File: config.mk
export PLATFORM = sky130hd
export DESIGN_NAME = reg_file_stim_gen
export DESIGN_NICKNAME = d
export VERILOG_FILES = /design/src/rtl/reg_file_stim_gen.sv
export SDC_FILE = /design/constraint.sdc
export NUM_CORES = 1
export LEC_CHECK = 0
export CAP_MARGIN = 5
export CORE_MARGIN = 2
export CORE_UTILIZATION = 35
export CTS_CLUSTER_DIAMETER = 120
export DETAILED_ROUTE_END_ITERATION = 7
export DONT_BUFFER_PORTS = 1
export SYNTH_ARGS = -nofsm -noshare
export SYNTH_HDL_FRONTEND = slang
export SYNTH_SLANG_ARGS = --single-unit
File: constraint.sdc
create_clock -name clk -period 2.19 [get_ports clk]
set_input_delay 0.3285 -clock clk [delete_from_list [all_inputs] [get_ports clk]]
set_output_delay 0.3285 -clock clk [all_outputs]
set_load 0.1 [all_outputs]
File: src/rtl/reg_file_stim_gen.sv
// Stimulus generator for a register file: writes every entry, then reads each one back and checks it against a shadow copy.
// Optional macro STIM_GEN_RAND_DATA_EN selects LFSR data instead of the (index + 0x10) pattern.
module reg_file_stim_gen #(
  parameter int         D_BIT = 8,
  parameter int         W     = 3,
  parameter logic [7:0] SEED  = 8'hA5
) (
  input  logic             clk,
  input  logic             rst,
  input  logic             start,
  input  logic [D_BIT-1:0] q,
  output logic             wr_en,
  output logic [W-1:0]     w_addr,
  output logic [D_BIT-1:0] w_data,
  output logic [W-1:0]     r_addr,
  output logic [D_BIT-1:0] gold,
  output logic             busy,
  output logic             done,
  output logic             pass,
  output logic [7:0]       err_cnt
);

  localparam int DEPTH = 1 << W;

  typedef enum logic [1:0] {S_IDLE, S_WRITE, S_READ, S_DONE} state_t;

  state_t           state_q, state_d;
  logic [W-1:0]     idx_q, idx_d;
  logic [7:0]       err_q, err_d;
  logic [7:0]       src8;
  logic [D_BIT-1:0] data_word;
  logic [D_BIT-1:0] shadow_rd;
  logic [D_BIT-1:0] shadow_q [DEPTH];

`ifdef STIM_GEN_RAND_DATA_EN
  logic [7:0] lfsr_q, lfsr_d;

  // x^8 + x^6 + x^5 + x^4 + 1, advanced only while words are being written
  always_comb begin
    lfsr_d = lfsr_q;
    if (state_q == S_WRITE)
      lfsr_d = {lfsr_q[6:0], lfsr_q[7] ^ lfsr_q[5] ^ lfsr_q[4] ^ lfsr_q[3]};
  end

  always_ff @(posedge clk or negedge rst) begin
    if (!rst) lfsr_q <= SEED;
    else      lfsr_q <= lfsr_d;
  end

  assign src8 = lfsr_q;
`else
  logic unused_seed;
  assign unused_seed = ^SEED;
  assign src8        = 8'(idx_q) + 8'h10;
`endif

  // LSB-aligned fit of the 8-bit source onto the data width
  for (genvar gi = 0; gi < D_BIT; gi++) begin : g_word
    if (gi < 8) begin : g_src
      assign data_word[gi] = src8[gi];
    end else begin : g_pad
      assign data_word[gi] = 1'b0;
    end
  end

  always_ff @(posedge clk) begin
    if (state_q == S_WRITE) shadow_q[idx_q] <= data_word;
  end

  assign shadow_rd = shadow_q[idx_q];

  always_ff @(posedge clk or negedge rst) begin
    if (!rst) begin
      state_q <= S_IDLE;
      idx_q   <= '0;
      err_q   <= '0;
    end else begin
      state_q <= state_d;
      idx_q   <= idx_d;
      err_q   <= err_d;
    end
  end

  always_comb begin
    state_d = state_q;
    idx_d   = idx_q;
    err_d   = err_q;
    case (state_q)
      S_IDLE, S_DONE: begin
        if (start) begin
          state_d = S_WRITE;
          idx_d   = '0;
          err_d   = '0;
        end
      end
      S_WRITE: begin
        idx_d = idx_q + 1'b1;
        if (idx_q == '1) begin
          state_d = S_READ;
          idx_d   = '0;
        end
      end
      S_READ: begin
        if ((q != shadow_rd) && (err_q != 8'hFF)) err_d = err_q + 8'd1;
        idx_d = idx_q + 1'b1;
        if (idx_q == '1) begin
          state_d = S_DONE;
          idx_d   = '0;
        end
      end
      default: state_d = S_IDLE;
    endcase
  end

  always_comb begin
    wr_en  = 1'b0;
    w_addr = '0;
    w_data = '0;
    r_addr = '0;
    gold   = '0;
    busy   = 1'b0;
    done   = 1'b0;
    pass   = 1'b0;
    case (state_q)
      S_WRITE: begin
        wr_en  = 1'b1;
        w_addr = idx_q;
        w_data = data_word;
        busy   = 1'b1;
      end
      S_READ: begin
        r_addr = idx_q;
        gold   = shadow_rd;
        busy   = 1'b1;
      end
      S_DONE: begin
        done = 1'b1;
        pass = (err_q == 8'd0);
      end
      default: ;
    endcase
  end

  assign err_cnt = err_q;

endmodule

Word-level counts from Yosys, hierarchy flattened
Memories as Yosys holds them, arrays and structs flattened.
Cells that the tools add are included.
Cells by class
  add/subtract/negate cells: 3
  multiply operators: 0
  divide/modulo/power cells: 0
  $lt $le $gt $ge: 0
  eq/ne operators: 10
  shift operators: 0
  muxes and demuxes: 19
  bitwise logic cells: 0
  reduce and logical (&&, ||, !) cells: 8
Operators by type and width (count)
  2-to-1 mux 8 bit: 3
  case mux 8 bit (2 select lines): 1
  2-to-1 mux 3 bit: 4
  adder 8 x 1 -> 8 bit, second input constant: 1
  zero test 8 bit: 1
  inequality test 8 bit: 1
  inequality test 8 bit, second input constant: 1
  adder 3 x 5 -> 6 bit, second input constant: 1
  2-to-1 mux 2 bit: 3
  2-to-1 mux 6 bit: 1
  inequality test 2 bit, second input constant: 3
  case mux 2 bit (3 select lines): 1
  case mux 3 bit (2 select lines): 1
  AND reduction 3 bit: 2
  2-to-1 mux 1 bit: 5
  == test 2 bit, second input constant: 2
  OR reduction 2 bit: 2
  adder 3 x 1 -> 3 bit, second input constant: 1
  == test 3 bit, second input constant: 1
  == test 2 x 1 -> 1 bit, second input constant: 1
  zero test 2 bit: 1
  inequality test 2 x 1 -> 1 bit, second input constant: 1
  nonzero test 2 bit: 1
  logical AND 1 bit: 1
Word-level totals
  bits in registers: 13
  bits in latches: 0
  RAM bits: 48
  bits in read-only memories: 0
  word-level logic and storage cells: 44
  memories kept: 1
Memory list
  shadow_q: depth 8, bits a word 6, rd ports 1, clocked after memory_dff 0, write ports 1, line 33  | logic [D_BIT-1:0] shadow_q [DEPTH];

Logic depth before layout (Yosys ltp)
An unclocked memory read counts as a cell.
  depth in word-level cells: 5
  mapped depth: 9
  gate-level depth less buffers: 7

Least setup slack after synthesis
Ideal clock, no wire load.
  path kind: register to output
  from: register state_q[0]
  to: output port gold[0]
  arrival: 2.886 ns
  data required time: 1.862 ns
  slack: -1.024 ns
  stages on the path, launching flop included: 5
  path buffers: 0
  cells stage by stage: dfrtp_1 > inv_1 > ha_1 > inv_1 > nor2_1
Between the ends
  word-level cells in the longest chain between the ends: 2
RTL lines
  from (decl): line 27  | state_t state_q, state_d;
  from (signal assigned): line 78  | state_q <= state_d;
  == test 2 bit: line 124  | case (state_q)
  2-to-1 mux 8 bit: line 124
  to (decl): line 16  | output logic [D_BIT-1:0] gold,
Every way passes these cells.

Final worst setup path
  from: register idx_q[0]
  to: register err_q[7], in the netlist err_cnt[7]
Between the ends
  word-level cells in the longest chain between the ends: 5
RTL lines
  from (decl): line 28  | logic [W-1:0] idx_q, idx_d;
  from (signal assigned): line 79  | idx_q <= idx_d;
  memory read (8 x 6 bit)
  inequality test 8 bit: line 104  | if ((q != shadow_rd) && (err_q != 8'hFF)) err_d = err_q + 8'd1;
  logical AND 1 bit: line 104
  inequality test 2 bit (no line)
  AND reduction 3 bit (no line)
  to (signal assigned): line 80  | err_q <= err_d;
  to (decl): line 29  | logic [7:0] err_q, err_d;
Every way passes these cells.
A chain may end at the register's enable or synchronous reset.

==> results.json <==
{
  "drt_iter0_drc": 94,
  "hp-class": "in2reg",
  "cts-buffers-inserted": 5,
  "rsz0062_at_grt": "yes",
  "crit_end": "err_cnt[7]",
  "num_rows": 27,
  "die_w_um": 80.1,
  "cts.path.max_buffers": 2,
  "clock_sinks": 37,
  "drc": 0,
  "detail-route-antenna-nets": 0,
  "ff2ff_path_depth": 8,
  "final_core_util_pct": 48.0,
  "fillers": 492,
  "cp_top_family": "multiplexers",
  "htree_levels": 2,
  "die_area_um2": 6420,
  "r2r_start": "idx_q[0]",
  "area_delta_synth_final_pct": 31.2,
  "grt_use_total_pct": 14.2,
  "critical_path_class": "reg2reg",
  "insertion_delay_ns": 0.28,
  "slew_violations": 0,
  "outcome": "finished with violations",
  "diodes": 0,
  "viasPerCell": 5.07,
  "arrival_ns": 2.64,
  "pin_count": 45,
  "reg2reg_to": "err_cnt[7]",
  "relSlewSlack_pct": 25.8,
  "nNetsFinal": 227,
  "slowest_stage": "mux4_2",
  "vias": 1425,
  "reg2reg_slack_ns": -0.28,
  "finalWorstSetupSlack_ns": -0.284,
  "routed_wl_mm": 4.39,
  "synthMuxAreaShare_pct": 9.01,
  "numPortBuffers": 0,
  "die_h_um": 80.1,
  "period_minus_slack_ns": 2.47,
  "crit_fanout": 5,
  "fin_cells": 281,
  "violations": "setup timing",
  "overflow": 0,
  "synth-seq-cells": 37,
  "finClkSkew_ns": 0.00366,
  "synth_compound_area_share_pct": 9.44,
  "fmax_ghz": 0.404,
  "critPathLaunchType": "flip-flop",
  "clk_pin_slew_ns": 0.07,
  "drive_gt1_share_pct": 36.8,
  "report.final.hold_viol_count": 0,
  "synth_cell_types": 45,
  "synth-simple-area-share_pct": 15.2,
  "wl_per_cell_um": 15.6,
  "antenna_found_initial": 0,
  "start_util_pct": 36.6,
  "cp-end-kind": "flip-flop",
  "place.gp.congestion": 0.802,
  "syn_avg_cell_area_um2": 11.9,
  "synth_top_family_by_area": "simple AND/OR/NAND/NOR gates",
  "synthAdderAreaFrac_pct": 4.94,
  "grt_pass1_wl_mm": 6.86,
  "core_um2": 5540,
  "synthCells": 171,
  "crit_start": "idx_q[0]",
  "cts_tree": "done",
  "synth_xor_area_share_pct": 1.30,
  "dp_worst_setup_slack_ns": -0.214,
  "dpl.hpwl_mm": 3.24,
  "critPathRequiredTime_ns": 2.36,
  "setup_viol": 10,
  "syn_area_um2": 2030,
  "crit_chain": "buf_4 > mux2i_1 > mux4_2 > xnor2_2 > nor4_4 > a21oi_2 > and4_1 > a221o_1",
  "grt_max_degree": 21,
  "cpPeakStageDelay_ns": 0.52,
  "yosysSeqAreaShare_pct": 51.6,
  "yosys_warnings": 0,
  "worstMarginPinSlew_ns": 1.10,
  "critical_path_depth": 8,
  "drv_cap": 0,
  "drt_pass1_iterations": 4,
  "crit_buf_inv": 1,
  "cts_root_buf": "clkbuf_8",
  "grt_pass1_vias": 1397,
  "tns_ns": -1.72,
  "fin_crit_sh_pct": 113,
  "placed_cells": 267
}
==> cell usage in the layout (no fill, tap or decap), types with 3 or more instances in the layout <==
cell       n
a31oi_1    6
mux4_2     5
and2_2     5
dfrtp_1   12
o21ai_0    5
a21oi_1    5
ha_1       5
nor3_1     3
clkbuf_8   5
buf_12    10
edfxtp_1  24
nand2b_1   4
conb_1     8
buf_4     29
nand3b_1   3
nand2_1    8
mux2i_1    4
inv_1      8
nor2_1    12
==> registers in the layout, indices dropped and copies added (netlist names) <==
name and count:
shadow_q 24, idx_q 3, state_q 2, err_cnt 8
==> cells in the mapped netlist (all sizes together) <==
master	n	share of area [%]
a21boi	1	0.37
a21o	1	0.37
a21oi	6	1.7
a221o	1	0.49
a311oi	1	0.43
a31oi	6	1.9
a41o	2	0.99
a41oi	1	0.43
and2	6	1.9
and2b	1	0.37
and3	3	0.93
and4	2	0.93
and4b	1	0.49
buf	14	5.6
clkbuf	5	0.93
conb	1	0.19
dfrtp	13	16
edfxtp	24	36
ha	8	4.9
inv	10	1.9
mux2i	5	3.1
mux4	5	5.9
nand2	8	1.5
nand2b	4	1.2
nand3	2	0.49
nand3b	3	1.1
nand4	1	0.31
nor2	14	2.6
nor3	5	1.5
nor3b	1	0.37
nor4	1	0.62
nor4b	1	0.43
o21a	1	0.37
o21ai	7	1.7
o21bai	1	0.37
o31ai	1	0.37
or4b	1	0.49
xnor2	3	1.3
==> worst min path at each step <==
stage / startpoint / endpoint / slack, ns / cells after the start
2_1_floorplan: rst / err_cnt[0] / 0.03 / 0
3_3_place_gp: rst / err_cnt[4] / 0.03 / 0
3_5_place_dp: rst / err_cnt[4] / 0.03 / 0
4_1_cts: start / idx_q[0] / 0.22 / 2
5_1_grt: start / idx_q[0] / 0.23 / 2
6_report: start / idx_q[0] / 0.22 / 2
==> routing by layer <==
metal | global-route usage, % | routed length [um] | part of all wire (%)
met5 | 0 | 0 | 0
met1 | 16.4 | 1750 | 40
met4 | 5.76 | 71 | 1.6
met2 | 24.6 | 2270 | 52
met3 | 4.38 | 303 | 6.9
==> what timing repair did <==
| action | CTS | global route |
|---|---|---|
| hold buffers | 1 | 0 |
| endpoints found under the hold margin | 13 | 0 |
| endpoints found under the setup margin | 11 | 11 |
| buffers inserted | 0 | 5 |
| cloned | 0 | 0 |
| resized for setup | 0 | 12 |
| pin swaps | 0 | 5 |
==> through the flow <==
step	hold slack [ns]	cell area [um^2]
after global routing	0.228	2660
after global placement	0.0332	2480
after detailed placement	0.0331	2480
after CTS	0.215	2590
final	0.218	2660
after floorplan	0.0329	2130
==> final cells by class <==
type	count	area, um^2	area share (%)
Clock inverter	2	33.8	1.27
Tap cell	72	90.1	3.39
Inverter	10	45.0	1.69
Sequential cell	37	1050	39.4
Clock buffer	6	72.6	2.73
Multi-Input combinational cell	112	921	34.6
Timing Repair Buffer	42	450	16.9
==> cells by family after synthesis <==
group                      Yosys count
DFF                                 37
AOI/OAI and AO/OA                   29
other                                1
and+or+nand+nor                     54
buffers and inverters               29
adders and majority gates            8
xor gates and xnor gates             3
muxes                               10
Power is not shown: default switching activity piles up to over one toggle a cycle in this logic, so the estimate is an artifact.
